[src/rtl/uart_mmio.sv]
// Small generic FIFO used for the UART receive queue.
// Latency: push visible at head/count the cycle after the push edge.
// Backpressure: push_rdy drops when full unless a pop happens in the same cycle.
module uart_mmio_fifo #(
    parameter int W     = 8,
    parameter int DEPTH = 4
) (
    input  logic                       clk,
    input  logic                       rst_n,
    input  logic                       push_vld,
    input  logic [W-1:0]               push_dat,
    output logic                       push_rdy,
    input  logic                       pop_vld,
    output logic [W-1:0]               head_dat,
    output logic                       empty,
    output logic [$clog2(DEPTH+1)-1:0] count
);
    localparam int AW = (DEPTH > 1) ? $clog2(DEPTH) : 1;
    localparam int CW = $clog2(DEPTH + 1);
    localparam logic [AW-1:0] PTR_LAST = AW'(DEPTH - 1);
    localparam logic [CW-1:0] CNT_FULL = CW'(DEPTH);

    logic [W-1:0]  mem [DEPTH];
    logic [AW-1:0] wr_ptr;
    logic [AW-1:0] rd_ptr;
    logic          do_push;
    logic          do_pop;

    assign empty    = (count == '0);
    // A full FIFO is never empty, so a requested pop always frees a slot.
    assign push_rdy = (count != CNT_FULL) || pop_vld;
    assign do_pop   = pop_vld && !empty;
    assign do_push  = push_vld && push_rdy;
    assign head_dat = mem[rd_ptr];

    always_ff @(posedge clk) begin
        if (do_push) begin
            mem[wr_ptr] <= push_dat;
        end
    end

    always_ff @(posedge clk or negedge rst_n) begin
        if (!rst_n) begin
            wr_ptr <= '0;
            rd_ptr <= '0;
            count  <= '0;
        end else begin
            if (do_push) begin
                wr_ptr <= (wr_ptr == PTR_LAST) ? '0 : wr_ptr + 1'b1;
            end
            if (do_pop) begin
                rd_ptr <= (rd_ptr == PTR_LAST) ? '0 : rd_ptr + 1'b1;
            end
            case ({do_push, do_pop})
                2'b10:   count <= count + 1'b1;
                2'b01:   count <= count - 1'b1;
                default: count <= count;
            endcase
        end
    end
endmodule

// Memory-mapped 8N1 UART: TXD/RXD/CON registers on the MEM-stage data bus.
// Latency: rdata/hit combinational; TX line low the cycle after an accepted store.
// Backpressure: stores to TXD while busy are dropped (tx_overrun); RX drops on full FIFO (rx_overflow).
module uart_mmio #(
    parameter int CLKS_PER_BIT = 434,
    parameter int RX_DEPTH     = 4
) (
    input  logic        clk,
    input  logic        rst_n,
    input  logic [31:0] addr,
    input  logic [31:0] wdata,
    input  logic        mem_read,
    input  logic        mem_write,
    output logic [31:0] rdata,
    output logic        hit,
    input  logic        uart_rx,
    output logic        uart_tx,
    output logic        irq
);
    localparam logic [31:0] ADDR_TXD = 32'h4000_0018;
    localparam logic [31:0] ADDR_RXD = 32'h4000_001C;
    localparam logic [31:0] ADDR_CON = 32'h4000_0020;

    localparam int CNT_W = $clog2(CLKS_PER_BIT);
    localparam logic [CNT_W-1:0] BIT_LAST  = CNT_W'(CLKS_PER_BIT - 1);
    localparam logic [CNT_W-1:0] HALF_LAST = CNT_W'(CLKS_PER_BIT / 2 - 1);
    localparam int FC_W = $clog2(RX_DEPTH + 1);

    localparam logic [1:0] ST_IDLE  = 2'd0;
    localparam logic [1:0] ST_START = 2'd1;
    localparam logic [1:0] ST_DATA  = 2'd2;
    localparam logic [1:0] ST_STOP  = 2'd3;

    logic sel_txd, sel_rxd, sel_con;
    logic txd_wr, con_wr, rxd_rd;

    logic [1:0]       tx_state;
    logic [CNT_W-1:0] tx_cnt;
    logic [2:0]       tx_bit;
    logic [7:0]       tx_shift;
    logic [7:0]       tx_byte;
    logic             tx_busy;
    logic             tx_done_set;
    logic             tx_overrun_set;

    logic             rx_meta, rxs;
    logic [1:0]       rx_state;
    logic [CNT_W-1:0] rx_cnt;
    logic [2:0]       rx_bit;
    logic [7:0]       rx_shift;
    logic             rx_stop_done;
    logic             rx_push_vld;
    logic             rx_push_rdy;
    logic             rx_overflow_set;
    logic             frame_err_set;

    logic [7:0]       rx_head;
    logic             rx_empty;
    logic             rx_nonempty;
    logic [FC_W-1:0]  rx_count;
    logic [3:0]       rx_count4;

    logic tx_irq_en, rx_irq_en;
    logic tx_done, rx_overflow, tx_overrun, frame_err;

    logic unused_wdata;
    assign unused_wdata = ^wdata[31:8];

    assign sel_txd = (addr == ADDR_TXD);
    assign sel_rxd = (addr == ADDR_RXD);
    assign sel_con = (addr == ADDR_CON);
    assign hit     = sel_txd | sel_rxd | sel_con;
    assign txd_wr  = mem_write & sel_txd;
    assign con_wr  = mem_write & sel_con;
    assign rxd_rd  = mem_read & sel_rxd;

    assign tx_busy        = (tx_state != ST_IDLE);
    assign tx_done_set    = (tx_state == ST_STOP) && (tx_cnt == BIT_LAST);
    assign tx_overrun_set = txd_wr && tx_busy;

    // uart_tx is loaded with the level of the bit being entered, so it stays registered.
    always_ff @(posedge clk or negedge rst_n) begin
        if (!rst_n) begin
            tx_state <= ST_IDLE;
            tx_cnt   <= '0;
            tx_bit   <= '0;
            tx_shift <= '0;
            tx_byte  <= '0;
            uart_tx  <= 1'b1;
        end else begin
            case (tx_state)
                ST_IDLE: begin
                    if (txd_wr) begin
                        tx_byte  <= wdata[7:0];
                        tx_shift <= wdata[7:0];
                        tx_cnt   <= '0;
                        uart_tx  <= 1'b0;
                        tx_state <= ST_START;
                    end
                end
                ST_START: begin
                    if (tx_cnt == BIT_LAST) begin
                        tx_cnt   <= '0;
                        tx_bit   <= '0;
                        uart_tx  <= tx_shift[0];
                        tx_shift <= tx_shift >> 1;
                        tx_state <= ST_DATA;
                    end else begin
                        tx_cnt <= tx_cnt + 1'b1;
                    end
                end
                ST_DATA: begin
                    if (tx_cnt == BIT_LAST) begin
                        tx_cnt <= '0;
                        if (tx_bit == 3'd7) begin
                            uart_tx  <= 1'b1;
                            tx_state <= ST_STOP;
                        end else begin
                            tx_bit   <= tx_bit + 1'b1;
                            uart_tx  <= tx_shift[0];
                            tx_shift <= tx_shift >> 1;
                        end
                    end else begin
                        tx_cnt <= tx_cnt + 1'b1;
                    end
                end
                default: begin
                    if (tx_cnt == BIT_LAST) begin
                        tx_cnt   <= '0;
                        tx_state <= ST_IDLE;
                    end else begin
                        tx_cnt <= tx_cnt + 1'b1;
                    end
                end
            endcase
        end
    end

    assign rx_stop_done    = (rx_state == ST_STOP) && (rx_cnt == BIT_LAST);
    assign rx_push_vld     = rx_stop_done && rxs;
    assign frame_err_set   = rx_stop_done && !rxs;
    assign rx_overflow_set = rx_push_vld && !rx_push_rdy;

    // Start is re-checked half a bit in, so later samples land mid-bit.
    always_ff @(posedge clk or negedge rst_n) begin
        if (!rst_n) begin
            rx_meta  <= 1'b1;
            rxs      <= 1'b1;
            rx_state <= ST_IDLE;
            rx_cnt   <= '0;
            rx_bit   <= '0;
            rx_shift <= '0;
        end else begin
            rx_meta <= uart_rx;
            rxs     <= rx_meta;
            case (rx_state)
                ST_IDLE: begin
                    if (!rxs) begin
                        rx_cnt   <= '0;
                        rx_state <= ST_START;
                    end
                end
                ST_START: begin
                    if (rx_cnt == HALF_LAST) begin
                        rx_cnt   <= '0;
                        rx_bit   <= '0;
                        rx_state <= rxs ? ST_IDLE : ST_DATA;
                    end else begin
                        rx_cnt <= rx_cnt + 1'b1;
                    end
                end
                ST_DATA: begin
                    if (rx_cnt == BIT_LAST) begin
                        rx_cnt   <= '0;
                        rx_shift <= {rxs, rx_shift[7:1]};
                        if (rx_bit == 3'd7) begin
                            rx_state <= ST_STOP;
                        end else begin
                            rx_bit <= rx_bit + 1'b1;
                        end
                    end else begin
                        rx_cnt <= rx_cnt + 1'b1;
                    end
                end
                default: begin
                    if (rx_cnt == BIT_LAST) begin
                        rx_cnt   <= '0;
                        rx_state <= ST_IDLE;
                    end else begin
                        rx_cnt <= rx_cnt + 1'b1;
                    end
                end
            endcase
        end
    end

    uart_mmio_fifo #(
        .W     (8),
        .DEPTH (RX_DEPTH)
    ) u_rx_fifo (
        .clk      (clk),
        .rst_n    (rst_n),
        .push_vld (rx_push_vld),
        .push_dat (rx_shift),
        .push_rdy (rx_push_rdy),
        .pop_vld  (rxd_rd),
        .head_dat (rx_head),
        .empty    (rx_empty),
        .count    (rx_count)
    );

    assign rx_nonempty = !rx_empty;
    assign rx_count4   = 4'(rx_count);

    // Sticky flags: a set in the same cycle as a write-1-to-clear wins.
    always_ff @(posedge clk or negedge rst_n) begin
        if (!rst_n) begin
            tx_irq_en   <= 1'b0;
            rx_irq_en   <= 1'b0;
            tx_done     <= 1'b0;
            rx_overflow <= 1'b0;
            tx_overrun  <= 1'b0;
            frame_err   <= 1'b0;
            irq         <= 1'b0;
        end else begin
            if (con_wr) begin
                tx_irq_en <= wdata[0];
                rx_irq_en <= wdata[1];
            end
            tx_done     <= (tx_done     & ~(con_wr & wdata[2])) | tx_done_set;
            rx_overflow <= (rx_overflow & ~(con_wr & wdata[5])) | rx_overflow_set;
            tx_overrun  <= (tx_overrun  & ~(con_wr & wdata[6])) | tx_overrun_set;
            frame_err   <= (frame_err   & ~(con_wr & wdata[7])) | frame_err_set;
            irq         <= (tx_irq_en & tx_done) | (rx_irq_en & rx_nonempty);
        end
    end

    always_comb begin
        rdata = '0;
        if (sel_txd) begin
            rdata = {24'b0, tx_byte};
        end else if (sel_rxd) begin
            rdata = rx_empty ? 32'h0 : {23'b0, 1'b1, rx_head};
        end else if (sel_con) begin
            rdata = {20'b0, rx_count4, frame_err, tx_overrun, rx_overflow,
                     tx_busy, rx_nonempty, tx_done, rx_irq_en, tx_irq_en};
        end
    end
endmodule

[config.mk]
export PLATFORM = sky130hd
export DESIGN_NAME = uart_mmio
export DESIGN_NICKNAME = d
export VERILOG_FILES = /design/src/rtl/uart_mmio.sv
export SDC_FILE = /design/constraint.sdc
export NUM_CORES = 1
export LEC_CHECK = 0
export ABC_CLOCK_PERIOD_IN_PS = 4960
export BUFFER_PORTS_ARGS = -buffer_cell sky130_fd_sc_hd__buf_2
export CORE_AREA = 5 5 116 91
export DETAILED_ROUTE_END_ITERATION = 10
export DIE_AREA = 0 0 121 96
export PLACE_DENSITY = 0.91
export SKIP_LAST_GASP = 1
export SLEW_MARGIN = 10
export SYNTH_ARGS = -nofsm -noshare
export SYNTH_HDL_FRONTEND = slang
export SYNTH_SLANG_ARGS = --single-unit
[constraint.sdc]
create_clock -name clk -period 4.96 [get_ports clk]
set_input_delay 0.496 -clock clk [delete_from_list [all_inputs] [get_ports clk]]
set_output_delay 0.496 -clock clk [all_outputs]
set_load 0.02 [all_outputs]
==> results of run 1 <==
[where the power goes]
group	internal (uW)	switching, uW	total [uW]
clock	412	319	731
combinational	15.6	38.2	53.8
sequential	856	0.533	857
total	1280	357	1640
[placed cells by master, fill, tap and decap left out, types with 3 or more instances in the layout]
| cell type | n |
|---|---|
| dfrtp_1 | 66 |
| buf_2 | 58 |
| mux2_2 | 39 |
| edfxtp_1 | 32 |
| nand2_1 | 27 |
| o21ai_0 | 25 |
| conb_1 | 21 |
| ha_1 | 20 |
| nor2_1 | 18 |
| inv_1 | 17 |
| nand3_1 | 13 |
| nor2b_1 | 10 |
| and3_1 | 9 |
| clkbuf_16 | 9 |
| and2_1 | 8 |
| mux4_2 | 8 |
| a21oi_1 | 6 |
| a221o_1 | 5 |
| a22o_1 | 5 |
| a21o_1 | 5 |
| nor4_1 | 4 |
| nor3b_1 | 4 |
| nor3_1 | 4 |
| mux2i_1 | 4 |
| nor4_2 | 3 |
| nand4_1 | 3 |
| a32oi_1 | 3 |
| dfstp_2 | 3 |
[critical path: stages (launching register included)]
cell and delay (ps):
dfrtp_1 420, or3_1 500, and3_1 270, nand3_1 270, nor2b_1 100, a221o_1 300
buf_2 170
[registers in the layout (all words and copies together) (netlist names), 3 cells and up]
register,cells
tx_byte,8
tx_shift,8
u_rx_fifo.count,3
tx_cnt,9
tx_bit,3
rx_shift,8
rx_cnt,9
rx_bit,3
u_rx_fifo.mem,32
[kinds of logic (layout without fill, tap and decap cells)]
kind of cell    after synthesis  count (layout)  share of synthesized area [%]
simple gates                124             124                           15.0
flops                       101             101                           51.4
compound gates               68              68                           9.51
mux                          52              52                           12.9
buf+inv                      50              92                           5.35
fa+ha+maj                    21              21                           5.16
xor+xnor                      4               4                          0.669
other cells                   1              21                         0.0716
[per-stage QoR]
stage / instance area (um2) / hold slack (ps) / total power, uW / std cells
final: 5870 / 237 / 1640 / 615
after CTS: 5870 / 226 / 1650 / 615
after floorplan: 5310 / 200 / 906 / 441
after global routing: 5870 / 226 / 1700 / 615
after global placement: 5560 / 348 / 926 / 599
after detailed placement: 5560 / 349 / 928 / 599
[worst min-delay path by stage]
stage                            from                  end  cells past startpoint
floorplan                       rst_n  frame_err$_DFF_PN0_                      0
detailed placement  rx_meta$_DFF_PN1_        rxs$_DFF_PN1_                      0
global placement    rx_meta$_DFF_PN1_        rxs$_DFF_PN1_                      0
CTS                           uart_rx    rx_meta$_DFF_PN1_                      1
global route                  uart_rx    rx_meta$_DFF_PN1_                      1
finish                        uart_rx    rx_meta$_DFF_PN1_                      1
[routing by layer]
metal | vias up | wire length (um) | track usage [%]
met4 | 0 | 271 | 8.11
met5 | - | 0 | 0
met2 | 111 | 5470 | 34.2
li1 | 1626 | - | -
met1 | 1786 | 4490 | 24.3
met3 | 23 | 697 | 5.52
[area by class of cell]
cell class              instances  area, um2
clock inverters                 5       66.3
fillers                       723       3480
repair buffers                 59        298
clock buffers                  11        243
well taps                     132        165
multi-input cells             290       2340
inverters                      17       63.8
flip-flops and latches        101       2690
==> results by group, run 1 <==
Outcome
  – Status: finished clean

Timing
  – Slew headroom: 41.3%
  – Final Critical Period: 2890 ps
  – Worst Tran Pin Value: between 800 and 900 ps
  – Fmax: ~350 MHz
  – Final worst path period share: approximately 58%
  – Max Slew Vio Count: 0
  – Setup violations, final: 0
  – Fin Setup TNS: 0 ps
  – Final hold viol count: 0
  – RSZ-0062 raised after global routing: false
  – Worst Clk Skew: 7.90 ps
  – Fin worst setup slack: slightly above 2000 ps

Cells and area
  – Area Overhead vs Synth: 12.0%
  – N_diodes: 0
  – Share of layout cells above drive strength 1: a little under a third
  – Nets: between 500 and 600
  – Final core utilization: 62.8%

Clocking
  – Post_cts resized: 0
  – Clock tree buffer depth: 2
  – Total clock sinks: roughly 100
  – Clk root buf: clkbuf_16
  – Post CTS Setup Buffer Count: 0
  – Num CTS Buffers: 9
  – Hold_buf cts: 0
  – Worst-path clk slew: roughly 70 ps
  – CTS tree: built
  – Clk Latency, worst-skew pair: around 350 ps
  – Htree depth: 3

GRT
  – GR Overflow Total: 0
  – GRT Resource Usage Total: around a fifth
  – First-pass GRT wire length: 17900 um
  – Maximum number of pins on one net before global-route repair: 70
  – Number of global-route vias before repair: 3595
  – Initial antenna violation count: 0

Power and ir drop
  – Power density over the cells: between 200 and 300 nW/um2
  – Max VDD drop: approximately 0.20 mV
  – Pleak: 0.00274 uW

Drt
  – Avg Vias per Cell: between 5 and 6
  – Detail Route Antenna Nets: 0
  – Drt wl/cell: about 18 um
  – Initial DRC Count: between 300 and 400
  – Final WL: 10900 um
  – Drt pass-1 iters: 5
  – DRC viols: 0
  – Via count of the routed design: between 3000 and 4000

Critical path
  – Critical path class: flop to output port
  – Worst R2R End: u_rx_fifo.count[2]$_DFFE_PN0P_
  – Worst-case reg-to-reg path depth: 13
  – Arrival time of the worst setup path: approximately 2400 ps
  – CP startpoint: u_rx_fifo.count[1]$_DFFE_PN0P_
  – Critical path peak fanout: 6
  – Critical Path End Type: output port
  – FF-to-FF Start: rx_cnt[1]$_DFFE_PN0P_
  – R2R setup slack: ~2300 ps
  – CP Launch Type: flop
  – Worst Setup EP: rdata[0]
  – WP data required: 4460 ps

Placed design
  – Pre-CTS WS: 2070 ps
  – Post-DP HPWL: between 7000 and 8000 um
  – GP Congestion: 0.860
  – PortBufs: 58

Logic synthesis
  – Synth top area share: roughly a third
  – EDFF count, synth: 32
  – Post-synthesis sequential area ratio: between 50 and 60%
  – Main synth FF type: dfrtp_1
  – Ys Warns: 0
  – Synth area leaders: dfrtp_1, edfxtp_1, mux2_2
  – Biggest area consumer among synthesized cells: dfrtp_1
  – Flops & latches, synth: between 100 and 150
  – Cells after synthesis: around 420
  – Most instantiated library cell after synthesis: dfrtp_1
  – Post-synth ARST share: 68.3%
  – Syn Area/Cell: between 10 and 15 um2
  – Netlist cell types: 65
  – Post-synth top cells: dfrtp_1, mux2_2, edfxtp_1, nand2_1, o21ai_0
  – Post-Synthesis Cell Area: 5240 um2

Floorplanning
  – Core ar.: between 9000 and 10000 um2
  – Die Ht: 96 um
  – Initial Util: about 56%
  – Die Area: 11600 um2
  – Boundary Pins: 104
  – # rows: 31
  – Die width: approximately 120 um

Worst hold path
  – Worst min path class: primary input to flop

Job
  – MaxCap Viol Count: 0
Power figures use the tool's default switching activity.
==> inputs of run 2 (changes only) <==
--- a/config.mk
+++ b/config.mk
@@ -5,12 +5,13 @@
 export SDC_FILE = /design/constraint.sdc
 export NUM_CORES = 1
 export LEC_CHECK = 0
-export ABC_CLOCK_PERIOD_IN_PS = 4960
+export ABC_AREA = 1
+export ABC_CLOCK_PERIOD_IN_PS = 2900
 export BUFFER_PORTS_ARGS = -buffer_cell sky130_fd_sc_hd__buf_2
-export CORE_AREA = 5 5 116 91
+export CORE_AREA = 5 5 121 94
 export DETAILED_ROUTE_END_ITERATION = 10
-export DIE_AREA = 0 0 121 96
-export PLACE_DENSITY = 0.91
+export DIE_AREA = 0 0 126 99
+export PLACE_DENSITY = 0.88
 export SKIP_LAST_GASP = 1
 export SLEW_MARGIN = 10
 export SYNTH_ARGS = -nofsm -noshare
==> constraint.sdc (replaced) <==
create_clock -name clk -period 2.9 [get_ports clk]
set_input_delay 0.29 -clock clk [delete_from_list [all_inputs] [get_ports clk]]
set_output_delay 0.29 -clock clk [all_outputs]
set_load 0.02 [all_outputs]
==> results by group, run 2 <==
Placed design
  – Pre-CTS WS: 441 ps (was 2070 ps)
  – GP Congestion: 0.883 (was 0.860)
  – PortBufs: 58 (unchanged)
  – Placed instance area: 5850 um2 (was 5560 um2)
  – Post-DP HPWL: 8560 um (was 7870 um)

Critical path
  – Critical Path End Type: output port (unchanged)
  – Critical path peak fanout: 8 (was 6)
  – WP data required: 2610 ps (was 4460 ps)
  – CP Launch Type: flop (unchanged)
  – Arrival time of the worst setup path: 2060 ps (was 2400 ps)
  – Critical path class: flop to output port (unchanged)

Clocking
  – Clk root buf: clkbuf_16 (unchanged)
  – Clk Latency, worst-skew pair: 340 ps (was 350 ps)
  – Clock tree buffer depth: 2 (unchanged)
  – Htree depth: 3 (unchanged)
  – Worst-path clk slew: 70 ps (about the same)
  – Num CTS Buffers: 9 (unchanged)
  – CTS tree: built (unchanged)
  – Post CTS Setup Buffer Count: 0 (unchanged)
  – Total clock sinks: 101 (unchanged)

Logic synthesis
  – Main synth FF type: dfrtp_1 (unchanged)
  – Ys Warns: 0 (unchanged)
  – Syn Area/Cell: 8.22 um2 (was 12.4 um2)
  – Cells after synthesis: 665 (was 421)
  – EDFF count, synth: 32 (unchanged)
  – Synth top area share: 30.2% (was 31.5%)
  – Netlist cell types: 41 (was 65)
  – Biggest area consumer among synthesized cells: dfrtp_1 (unchanged)
  – Synth area leaders: dfrtp_1, edfxtp_1, nand2_1 (was dfrtp_1, edfxtp_1, mux2_2)
  – Post-synthesis sequential area ratio: 49.2% (was 51.4%)
  – Most instantiated library cell after synthesis: nand2_1 (was dfrtp_1)
  – Post-synth top cells: nand2_1, nor2_1, inv_1, dfrtp_1, nand3_1 (was dfrtp_1, mux2_2, edfxtp_1, nand2_1, o21ai_0)
  – Post-Synthesis Cell Area: 5470 um2 (was 5240 um2)
  – Post-synth ARST share: 68.3% (unchanged)
  – Flops & latches, synth: 101 (unchanged)

Drt
  – Initial DRC Count: 326 (was 310)
  – Drt wl/cell: 13.4 um (was 17.8 um)
  – Detail Route Antenna Nets: 0 (unchanged)
  – Via count of the routed design: 4498 (was 3546)
  – Drt pass-1 iters: 5 (unchanged)
  – DRC viols: 0 (unchanged)
  – Final WL: 11700 um (was 10900 um)
  – Avg Vias per Cell: 5.15 (was 5.77)

Floorplanning
  – Die width: 126 um (was 121 um)
  – Die Ht: 99 um (was 96 um)
  – # rows: 32 (was 31)
  – Core ar.: 10100 um2 (was 9350 um2)
  – Boundary Pins: 104 (unchanged)
  – Initial Util: 54.2% (was 56.0%)
  – Die Area: 12500 um2 (was 11600 um2)

Job
  – MaxCap Viol Count: 0 (unchanged)

Worst hold path
  – Worst min path class: primary input to flop (unchanged)

GRT
  – Maximum number of pins on one net before global-route repair: 45 (was 70)
  – First-pass GRT wire length: 19400 um (was 17900 um)
  – GRT Resource Usage Total: 19.2% (was 20.0%)
  – Initial antenna violation count: 0 (unchanged)
  – GR Overflow Total: 0 (unchanged)
  – Number of global-route vias before repair: 4199 (was 3595)

Cells and area
  – Commonest non-fill, non-tap cell in the layout: nand2_1 (was dfrtp_1)
  – Nets: 822 (was 568)
  – Final Cell Area: 6150 um2 (was 5870 um2)
  – Biggest regs: u_rx_fifo.mem: 32 flops, rx_cnt: 9 flops, tx_cnt: 9 flops (unchanged)
  – Number of fill cells in the layout: 814 (was 723)
  – Area Overhead vs Synth: 12.5% (was 12.0%)
  – Share of layout cells above drive strength 1: 14.9% (was 30.4%)
  – N_diodes: 0 (unchanged)
  – Commonest non-fill, non-tap cells in the layout: nand2_1, nor2_1, inv_1 (was dfrtp_1, buf_2, mux2_2)
  – Largest register FFs: 32 (unchanged)
  – Final core utilization: 60.9% (was 62.8%)
  – Register with the most flip-flops: u_rx_fifo.mem (unchanged)

Timing
  – Worst Clk Skew: 5.21 ps (was 7.90 ps)
  – Final worst path period share: about four fifths
  – Slew headroom: 58.9% (was 41.3%)
  – Final hold viol count: 0 (unchanged)
  – RSZ-0062 raised after global routing: false (unchanged)
  – Max Slew Vio Count: 0 (unchanged)
  – Setup violations, final: 0 (unchanged)
  – Final Critical Period: 2350 ps
  – Fmax: approximately 430 MHz
  – Fin worst setup slack: 553 ps (was 2070 ps)
  – Worst Tran Pin Value: 616 ps (was 881 ps)
  – Fin Setup TNS: 0 ps (unchanged)

Power and ir drop
  – Power density over the cells: 461 nW/um2 (was 280 nW/um2)
  – Max VDD drop: 0.290 mV (was 0.200 mV)
  – Pleak: 0.00325 uW (was 0.00274 uW)

Outcome
  – Status: finished clean (unchanged)
==> run 2: routing by layer <==
layer / vias up / wire length, um / part of all wire [%] / GRT usage [%]
li1: 2216 / - / - / -
met4: 0 / 154 / 1.3 / 5.52
met2: 189 / 5410 / 46 / 30.9
met3: 13 / 1110 / 9.4 / 5.31
met5: - / 0 / 0 / 0
met1: 2080 / 5060 / 43 / 25.7
==> run 2: final cells by class <==
class	instances	area (um2)	share of cell area, %
Inverter	78	293	4.76
Timing Repair Buffer	66	365	5.94
Tap cell	136	170	2.77
Clock inverter	7	57.6	0.936
Sequential cell	101	2690	43.8
Clock buffer	9	225	3.66
Multi-Input combinational cell	476	2340	38.1
==> run 2: per-stage QoR <==
step	hold slack (ps)	std cells	power [uW]
6_report	42.2	873	2830
5_1_grt	24.4	873	2940
4_1_cts	29.4	873	2850
3_5_place_dp	332	856	1720
3_3_place_gp	324	856	1710
2_1_floorplan	-5.59	685	1660
==> run 2: worst max-delay path, stage by stage (launching register included) <==
cell and delay [ps]:
dfrtp_1 440, inv_1 110, ha_1 250, clkinv_1 340, nand3_1 200, nand2_1 60
nor2_1 110, nor2_1 50, buf_2 150
==> run 2: cells by family (layout without fill, tap and decap cells) <==
group | count (synthesis) | in the layout | share of synthesized area [%]
xor gates and xnor gates | 10 | 10 | 1.60
buffers and inverters | 108 | 160 | 9.25
other | 1 | 21 | 0.0686
AOI/OAI and AO/OA | 57 | 57 | 5.91
adders and majority gates | 21 | 21 | 4.95
DFF | 101 | 101 | 49.2
and+or+nand+nor | 367 | 367 | 29.0
==> run 2: path summary, 6_finish.rpt <==
path | from | endpoint | slack, ps | cells after the start
max | tx_state[1]$_DFFE_PN0P_ | rdata[4] | 550 | 8
max reg2reg | rx_cnt[5]$_DFFE_PN0P_ | u_rx_fifo.count[1]$_DFFE_PN0P_ | 640 | 9
min in group asynchronous | rst_n | tx_shift[6]$_DFFE_PN0P_ | 490 | 2
max in group asynchronous | rst_n | rx_meta$_DFF_PN1_ | 1700 | 3
min | uart_rx | rx_meta$_DFF_PN1_ | 40 | 1
min reg2reg | rx_meta$_DFF_PN1_ | rxs$_DFF_PN1_ | 360 | 0
==> run 2: where the power goes <==
part	switching, uW	internal [uW]
Combinational	97.6	51.9
Sequential	30.4	1510
Clock	544	596
==> run 2: timing repair <==
action / in CTS / in global routing
gates resized for setup: 0 / 0
hold endpoints to repair: 25 / 0
hold buffers: 1 / 0
setup endpoints to repair: 0 / 0
